[src/rtl/mem_lsu_pkg.sv]
// Shared definitions for the memory stage: op codes, FSM states and op classification helpers.
package mem_defs;

  localparam int MEM_XLEN  = 32;
  localparam int MEM_OP_W  = 4;

  typedef enum logic [MEM_OP_W-1:0] {
    MEM_NONE = 4'd0,
    MEM_LB   = 4'd1,
    MEM_LH   = 4'd2,
    MEM_LW   = 4'd3,
    MEM_LBU  = 4'd4,
    MEM_LHU  = 4'd5,
    MEM_SB   = 4'd6,
    MEM_SH   = 4'd7,
    MEM_SW   = 4'd8
  } mem_op_e;

  typedef enum logic [1:0] {
    ST_IDLE = 2'd0,
    ST_BUSY = 2'd1,
    ST_DONE = 2'd2
  } lsu_state_e;

  function automatic logic is_load(input logic [MEM_OP_W-1:0] op);
    return (op >= 4'd1) && (op <= 4'd5);
  endfunction

  function automatic logic is_store(input logic [MEM_OP_W-1:0] op);
    return (op >= 4'd6) && (op <= 4'd8);
  endfunction

  // Codes 9..15 fall through to 0, so unknown ops never look misaligned.
  function automatic logic is_misaligned(input logic [MEM_OP_W-1:0] op, input logic [1:0] off);
    logic mis;
    case (op)
      MEM_LH, MEM_LHU, MEM_SH: mis = off[0];
      MEM_LW, MEM_SW:          mis = (off != 2'b00);
      default:                 mis = 1'b0;
    endcase
    return mis;
  endfunction

endpackage

[src/rtl/mem_lsu_align.sv]
// Byte-lane steering: store replication and byte enables, load extraction and extension.
module lsu_align
  import mem_defs::*;
(
  input  logic [MEM_OP_W-1:0] st_op,
  input  logic [1:0]          st_off,
  input  logic [MEM_XLEN-1:0] sdata,
  output logic [MEM_XLEN-1:0] wdata,
  output logic [3:0]          be,
  input  logic [MEM_OP_W-1:0] ld_op,
  input  logic [1:0]          ld_off,
  input  logic [MEM_XLEN-1:0] rdata,
  output logic [MEM_XLEN-1:0] ldata
);

  logic [MEM_XLEN-1:0] shifted_s;

  assign shifted_s = rdata >> {ld_off, 3'b000};

  // Lane enables follow access size for loads and stores alike; data replicated only for stores.
  always_comb begin
    wdata = 32'h0000_0000;
    be    = 4'b0000;
    case (st_op)
      MEM_SB:           begin wdata = {4{sdata[7:0]}};  be = 4'b0001 << st_off; end
      MEM_SH:           begin wdata = {2{sdata[15:0]}}; be = st_off[1] ? 4'b1100 : 4'b0011; end
      MEM_SW:           begin wdata = sdata;            be = 4'b1111; end
      MEM_LB, MEM_LBU:  be = 4'b0001 << st_off;
      MEM_LH, MEM_LHU:  be = st_off[1] ? 4'b1100 : 4'b0011;
      MEM_LW:           be = 4'b1111;
      default:          be = 4'b0000;
    endcase
  end

  // Load result extraction with sign or zero extension.
  always_comb begin
    ldata = 32'h0000_0000;
    case (ld_op)
      MEM_LB:  ldata = {{24{shifted_s[7]}}, shifted_s[7:0]};
      MEM_LBU: ldata = {24'h00_0000, shifted_s[7:0]};
      MEM_LH:  ldata = {{16{shifted_s[15]}}, shifted_s[15:0]};
      MEM_LHU: ldata = {16'h0000, shifted_s[15:0]};
      MEM_LW:  ldata = rdata;
      default: ldata = 32'h0000_0000;
    endcase
  end

endmodule

[src/rtl/mem_lsu.sv]
// Memory stage: ALU pass-through, load/store sequencing onto a req/ack bus, stall and misalign.
module mem_lsu
  import mem_defs::*;
#(
  parameter int XLEN = 32,
  parameter int BE_W = XLEN / 8
) (
  input  logic            clk_i,
  input  logic            rst_i,
  input  logic [4:0]      reg_waddr_i,
  input  logic            reg_we_i,
  input  logic [XLEN-1:0] reg_wdata_i,
  input  logic [3:0]      mem_op_i,
  input  logic [XLEN-1:0] mem_sdata_i,
  output logic [4:0]      reg_waddr_o,
  output logic            reg_we_o,
  output logic [XLEN-1:0] reg_wdata_o,
  output logic            stall_o,
  output logic            misalign_o,
  output logic            dbus_req_o,
  output logic            dbus_we_o,
  output logic [XLEN-1:0] dbus_addr_o,
  output logic [XLEN-1:0] dbus_wdata_o,
  output logic [BE_W-1:0] dbus_be_o,
  input  logic [XLEN-1:0] dbus_rdata_i,
  input  logic            dbus_ack_i
);

  lsu_state_e      state_r, state_nxt_s;
  logic [3:0]      op_r;
  logic [1:0]      off_r;
  logic [4:0]      waddr_r;
  logic [XLEN-1:0] result_r;
  logic [XLEN-1:0] fmt_wdata_s, fmt_ldata_s;
  logic [BE_W-1:0] fmt_be_s;
  logic            is_mem_s, mis_s, start_s;

  assign is_mem_s = is_load(mem_op_i) || is_store(mem_op_i);
  assign mis_s    = is_mem_s && is_misaligned(mem_op_i, reg_wdata_i[1:0]);
  assign start_s  = (state_r == ST_IDLE) && is_mem_s && !mis_s;

  // Store side formats the incoming op; load side formats against the latched op and offset.
  lsu_align u_align (
    .st_op  (mem_op_i),
    .st_off (reg_wdata_i[1:0]),
    .sdata  (mem_sdata_i),
    .wdata  (fmt_wdata_s),
    .be     (fmt_be_s),
    .ld_op  (op_r),
    .ld_off (off_r),
    .rdata  (dbus_rdata_i),
    .ldata  (fmt_ldata_s)
  );

  // Next-state and MEM/WB / stall outputs.
  always_comb begin
    state_nxt_s = state_r;
    reg_waddr_o = reg_waddr_i;
    reg_we_o    = reg_we_i;
    reg_wdata_o = reg_wdata_i;
    stall_o     = 1'b0;
    misalign_o  = 1'b0;
    case (state_r)
      ST_IDLE: begin
        if (mis_s) begin
          misalign_o  = 1'b1;
          reg_we_o    = 1'b0;
          state_nxt_s = ST_IDLE;
        end else if (start_s) begin
          stall_o     = 1'b1;
          reg_we_o    = 1'b0;
          state_nxt_s = ST_BUSY;
        end else begin
          state_nxt_s = ST_IDLE;
        end
      end
      ST_BUSY: begin
        stall_o  = 1'b1;
        reg_we_o = 1'b0;
        if (dbus_ack_i) begin
          state_nxt_s = ST_DONE;
        end else begin
          state_nxt_s = ST_BUSY;
        end
      end
      ST_DONE: begin
        state_nxt_s = ST_IDLE;
        if (is_load(op_r)) begin
          reg_we_o    = 1'b1;
          reg_waddr_o = waddr_r;
          reg_wdata_o = result_r;
        end else begin
          reg_we_o = 1'b0;
        end
      end
      default: begin
        state_nxt_s = ST_IDLE;
        reg_we_o    = 1'b0;
      end
    endcase
  end

  // State, latched request and load result registers.
  always_ff @(posedge clk_i) begin
    if (rst_i) begin
      state_r      <= ST_IDLE;
      dbus_req_o   <= 1'b0;
      dbus_we_o    <= 1'b0;
      dbus_addr_o  <= 32'h0000_0000;
      dbus_wdata_o <= 32'h0000_0000;
      dbus_be_o    <= 4'b0000;
      result_r     <= 32'h0000_0000;
      op_r         <= MEM_NONE;
      off_r        <= 2'b00;
      waddr_r      <= 5'd0;
    end else begin
      state_r <= state_nxt_s;
      if (start_s) begin
        dbus_req_o   <= 1'b1;
        dbus_we_o    <= is_store(mem_op_i);
        dbus_addr_o  <= {reg_wdata_i[XLEN-1:2], 2'b00};
        dbus_wdata_o <= fmt_wdata_s;
        dbus_be_o    <= fmt_be_s;
        op_r         <= mem_op_i;
        off_r        <= reg_wdata_i[1:0];
        waddr_r      <= reg_waddr_i;
      end else if ((state_r == ST_BUSY) && dbus_ack_i) begin
        dbus_req_o <= 1'b0;
        result_r   <= fmt_ldata_s;
      end
    end
  end

endmodule
[config.mk]
export PLATFORM = sky130hd
export DESIGN_NAME = mem_lsu
export DESIGN_NICKNAME = d
export VERILOG_FILES = /design/src/rtl/mem_lsu_pkg.sv /design/src/rtl/mem_lsu_align.sv /design/src/rtl/mem_lsu.sv
export SDC_FILE = /design/constraint.sdc
export NUM_CORES = 1
export LEC_CHECK = 0
export CAP_MARGIN = 10
export CORE_MARGIN = 8
export CORE_UTILIZATION = 47
export CTS_CLUSTER_SIZE = 28
export DETAILED_ROUTE_END_ITERATION = 7
export PLACE_DENSITY = 0.82
export SLEW_MARGIN = 20
export SYNTH_ARGS = -nofsm -noshare
export SYNTH_HDL_FRONTEND = slang
export SYNTH_HIERARCHICAL = 1
export SYNTH_SLANG_ARGS = --single-unit
[constraint.sdc]
create_clock -name clk_i -period 2.77 [get_ports clk_i]
set_input_delay 0.831 -clock clk_i [delete_from_list [all_inputs] [get_ports clk_i]]
set_output_delay 0.831 -clock clk_i [all_outputs]
set_load 0.1 [all_outputs]
==> reports/qor.txt <==
Internal power: 3.96 mW
Clk Latency, worst-skew pair: 0.41 ns
Final core utilization: 0.750
Initial core utilization: 0.479
Status: finished, violations left
Flop2flop setup slack: 0.67 ns
Cell total after placement: 1162
Synth warnings: 6
Reg clk slew, reported paths: 0.06 ns
First-pass GRT wire length: 34700 um
Mapped Area: 6600 um2
Rows: 43
Final hold slack: 0.453 ns
Io pins: 219
Clock network power share: 0.383
Synth top area share: 0.343
Worst Clk Skew: 0.00618 ns
Clock sinks: 113
Final Cell Area: 10300 um2
Met2 Use GR: 0.413
Max-cap violations: 0
Arrival time worst endpoint: 1.97 ns
Fmax: 357 MHz
Drt initial violations: 444
Routing usage on met1: 0.298
Max Buffers Root-to-Sink: 2
Sw Share: 0.335
Hold_sp: result_r[31]
Fin crit share: 1.01
Gr usage total: 0.244
Startpoint types: flop
Filler instances: 993
Async S/R FF share, synth: 0
Remaining antenna violation count: 0
Layout area overhead: 56.5%
Worst VDD drop: 0.451 mV
GRT Residual Overflow: 0
Final Non-Filler Cells: 1204
Combinational fraction of design power: 0.321
Final WS setup: -0.0340 ns
Post-synth EDFFs: 0
Failing checks: setup timing
Die area: 18100 um2
Clk Tree Root Cell: clkbuf_16
Sequential group share of total power: 0.296
Yosys reg bits: 113
CTS tree: built
Cells on worst reg2reg path: 7
Setup tns final: -0.355 ns
Reg2reg start: op_r[1]
Number of global-route vias before repair: 6323
Req. time, crit path: 1.94 ns
Post-synth top cells: nand2b_1 (155), nand2_1 (126), dfxtp_1 (113)
Max-slew violation count: 0
Synth cell types: 46
Hold Buf Count CTS: 0
Ys flop type: dfxtp_1
Largest net degree at the start of global routing: 61
RSZ-0062 raised after global routing: true
Diode count: 0
Nets: 1120
Final setup viols: 17
CTS buffer count: 17
Die height: 134 um
CP endpoint kind: primary output
Switching pwr: 2.00 mW
Placed Area: 9490 um2
Area occupied by registers: 2270 um2
Worst Hold End: result_r[31]
Core ar.: 13800 um2
Routed wire per std cell: 18.7 um
Detailed Routing Iterations Pass 1: 7
Worst-Margin Slew: 0.707 ns
Port bufs: 216
Synth area leaders: dfxtp_1 (34%), nand2b_1 (15%), mux2i_1 (14%)
Tmin final: 2.80 ns
Min-Delay Path Class: flop to flop
PD cells: 577 nW/um2
Pleak: 4.33 nW
Initial antenna violation count: 0
CP Class: flop to primary output
Final wirelength: 22500 um
Residual DRC: 0
Synthesized area per cell: 8.58 um2
Routed vias: 6425
Slew headroom: 0.529
Hold-critical path depth: 2
Vias per inst: 5.34
Layout cell share with drive strength beyond 1: 0.266
Max Fanout on Critical Path: 8
GRT busiest layer: met2
Multi-input gate area: 4180 um2
Die span in x: 134 um
Register area share after synthesis: 0.343
GP Congestion: 0.878
Synth area leader: dfxtp_1
Met3 Usage GRT: 0.0565
Cells after synthesis: 769
H-tree depth: 4
Worst r2r dst: result_r[9]
Top-count cell post-synth: nand2b_1
Post-DP HPWL: 16100 um
Final Hold Fails: 0
## worst max-delay path: stages (launching register included)
cell and delay [ns]:
dfxtp_4 0.36, nor3_4 0.17, a21oi_2 0.06, nand3_4 0.12
bufbuf_16 0.30, mux2_2 0.36, buf_12 0.17
## flip-flops by register name (all words and copies together), names as in the netlist
signal	cells
dbus_addr_o	30
result_r	32
state_r	2
waddr_r	5
dbus_be_o	4
dbus_we_o	1
op_r	4
dbus_wdata_o	32
off_r	2
dbus_req_o	1
## what timing repair did
| item | in CTS | in global routing |
|---|---|---|
| setup buffers | 8 | 1 |
| resized for setup | 59 | 6 |
| endpoints found under the setup margin | 36 | 40 |
| gates cloned | 3 | 0 |
| pin swaps | 8 | 5 |
## power by group through the flow
stage | registers [mW] | logic, mW | clock network (mW)
global placement | 1.79 | 1.85 | 0
global route | 1.77 | 1.99 | 2.39
detailed placement | 1.79 | 1.86 | 0
floorplan | 2.17 | 0.830 | 0
CTS | 1.76 | 1.91 | 2.32
finish | 1.76 | 1.91 | 2.28
## stage by stage
stage | power (mW) | setup slack, ns
after global placement | 3.64 | -0.362
final | 5.96 | -0.0340
after CTS | 5.99 | -0.0243
after detailed placement | 3.66 | -0.377
after floorplan | 3.00 | -0.116
after global routing | 6.15 | -0.0932
## cells by family after synthesis
group	count (synthesis)	share of synthesized area
AOI/OAI and AO/OA	105	0.110
DFF	113	0.343
xor gates and xnor gates	1	0.00133
other	1	0.000569
buffers and inverters	60	0.0463
and+or+nand+nor	357	0.290
muxes	132	0.209
## layer usage
metal / vias to the layer above / wire, um
met5: - / 0
met4: 0 / 434
met3: 30 / 1470
met2: 261 / 11100
met1: 3033 / 9490
li1: 3101 / -
## worst max-delay path by stage
stage	start	to	slack, ns	cells after the start
after detailed placement	mem_op_i[1]	reg_we_o	-0.38	7
after CTS	op_r[2]	reg_wdata_o[5]	-0.02	6
after floorplan	mem_op_i[1]	misalign_o	-0.12	4
after global placement	mem_op_i[0]	stall_o	-0.36	5
final	op_r[2]	reg_wdata_o[27]	-0.03	6
after global routing	op_r[2]	reg_wdata_o[22]	-0.09	6
## area by class of cell
type | instances | share of cell area
multi-input combinational | 597 | 0.404
timing repair buffer | 280 | 0.294
sequential | 113 | 0.220
clock buffer | 21 | 0.0436
tap | 180 | 0.0218
clock inverter | 11 | 0.0156
inverter | 2 | 0.000727
## cells in the final DEF, fill, tap and decap left out, types with 3 or more instances in the layout
master and count:
nand3b_1 3, mux2_4 15, dfxtp_1 110, clkdlybuf4s50_1 101
bufinv_16 4, nand2_1 125, o21ai_0 20, clkbuf_1 3
buf_12 50, buf_2 3, clkbuf_16 17, a32o_1 7
nor2_1 15, nand3_1 9, a22o_1 17, buf_4 116
nor3_4 3, mux2_2 22, a21oi_1 40, nor2b_1 11
nand2b_1 155, clkinv_2 5, and2_1 16, mux2i_1 93
a211o_1 8, nor2_2 4, buf_6 7
No activity file was read; power rests on OpenSTA's default activity.
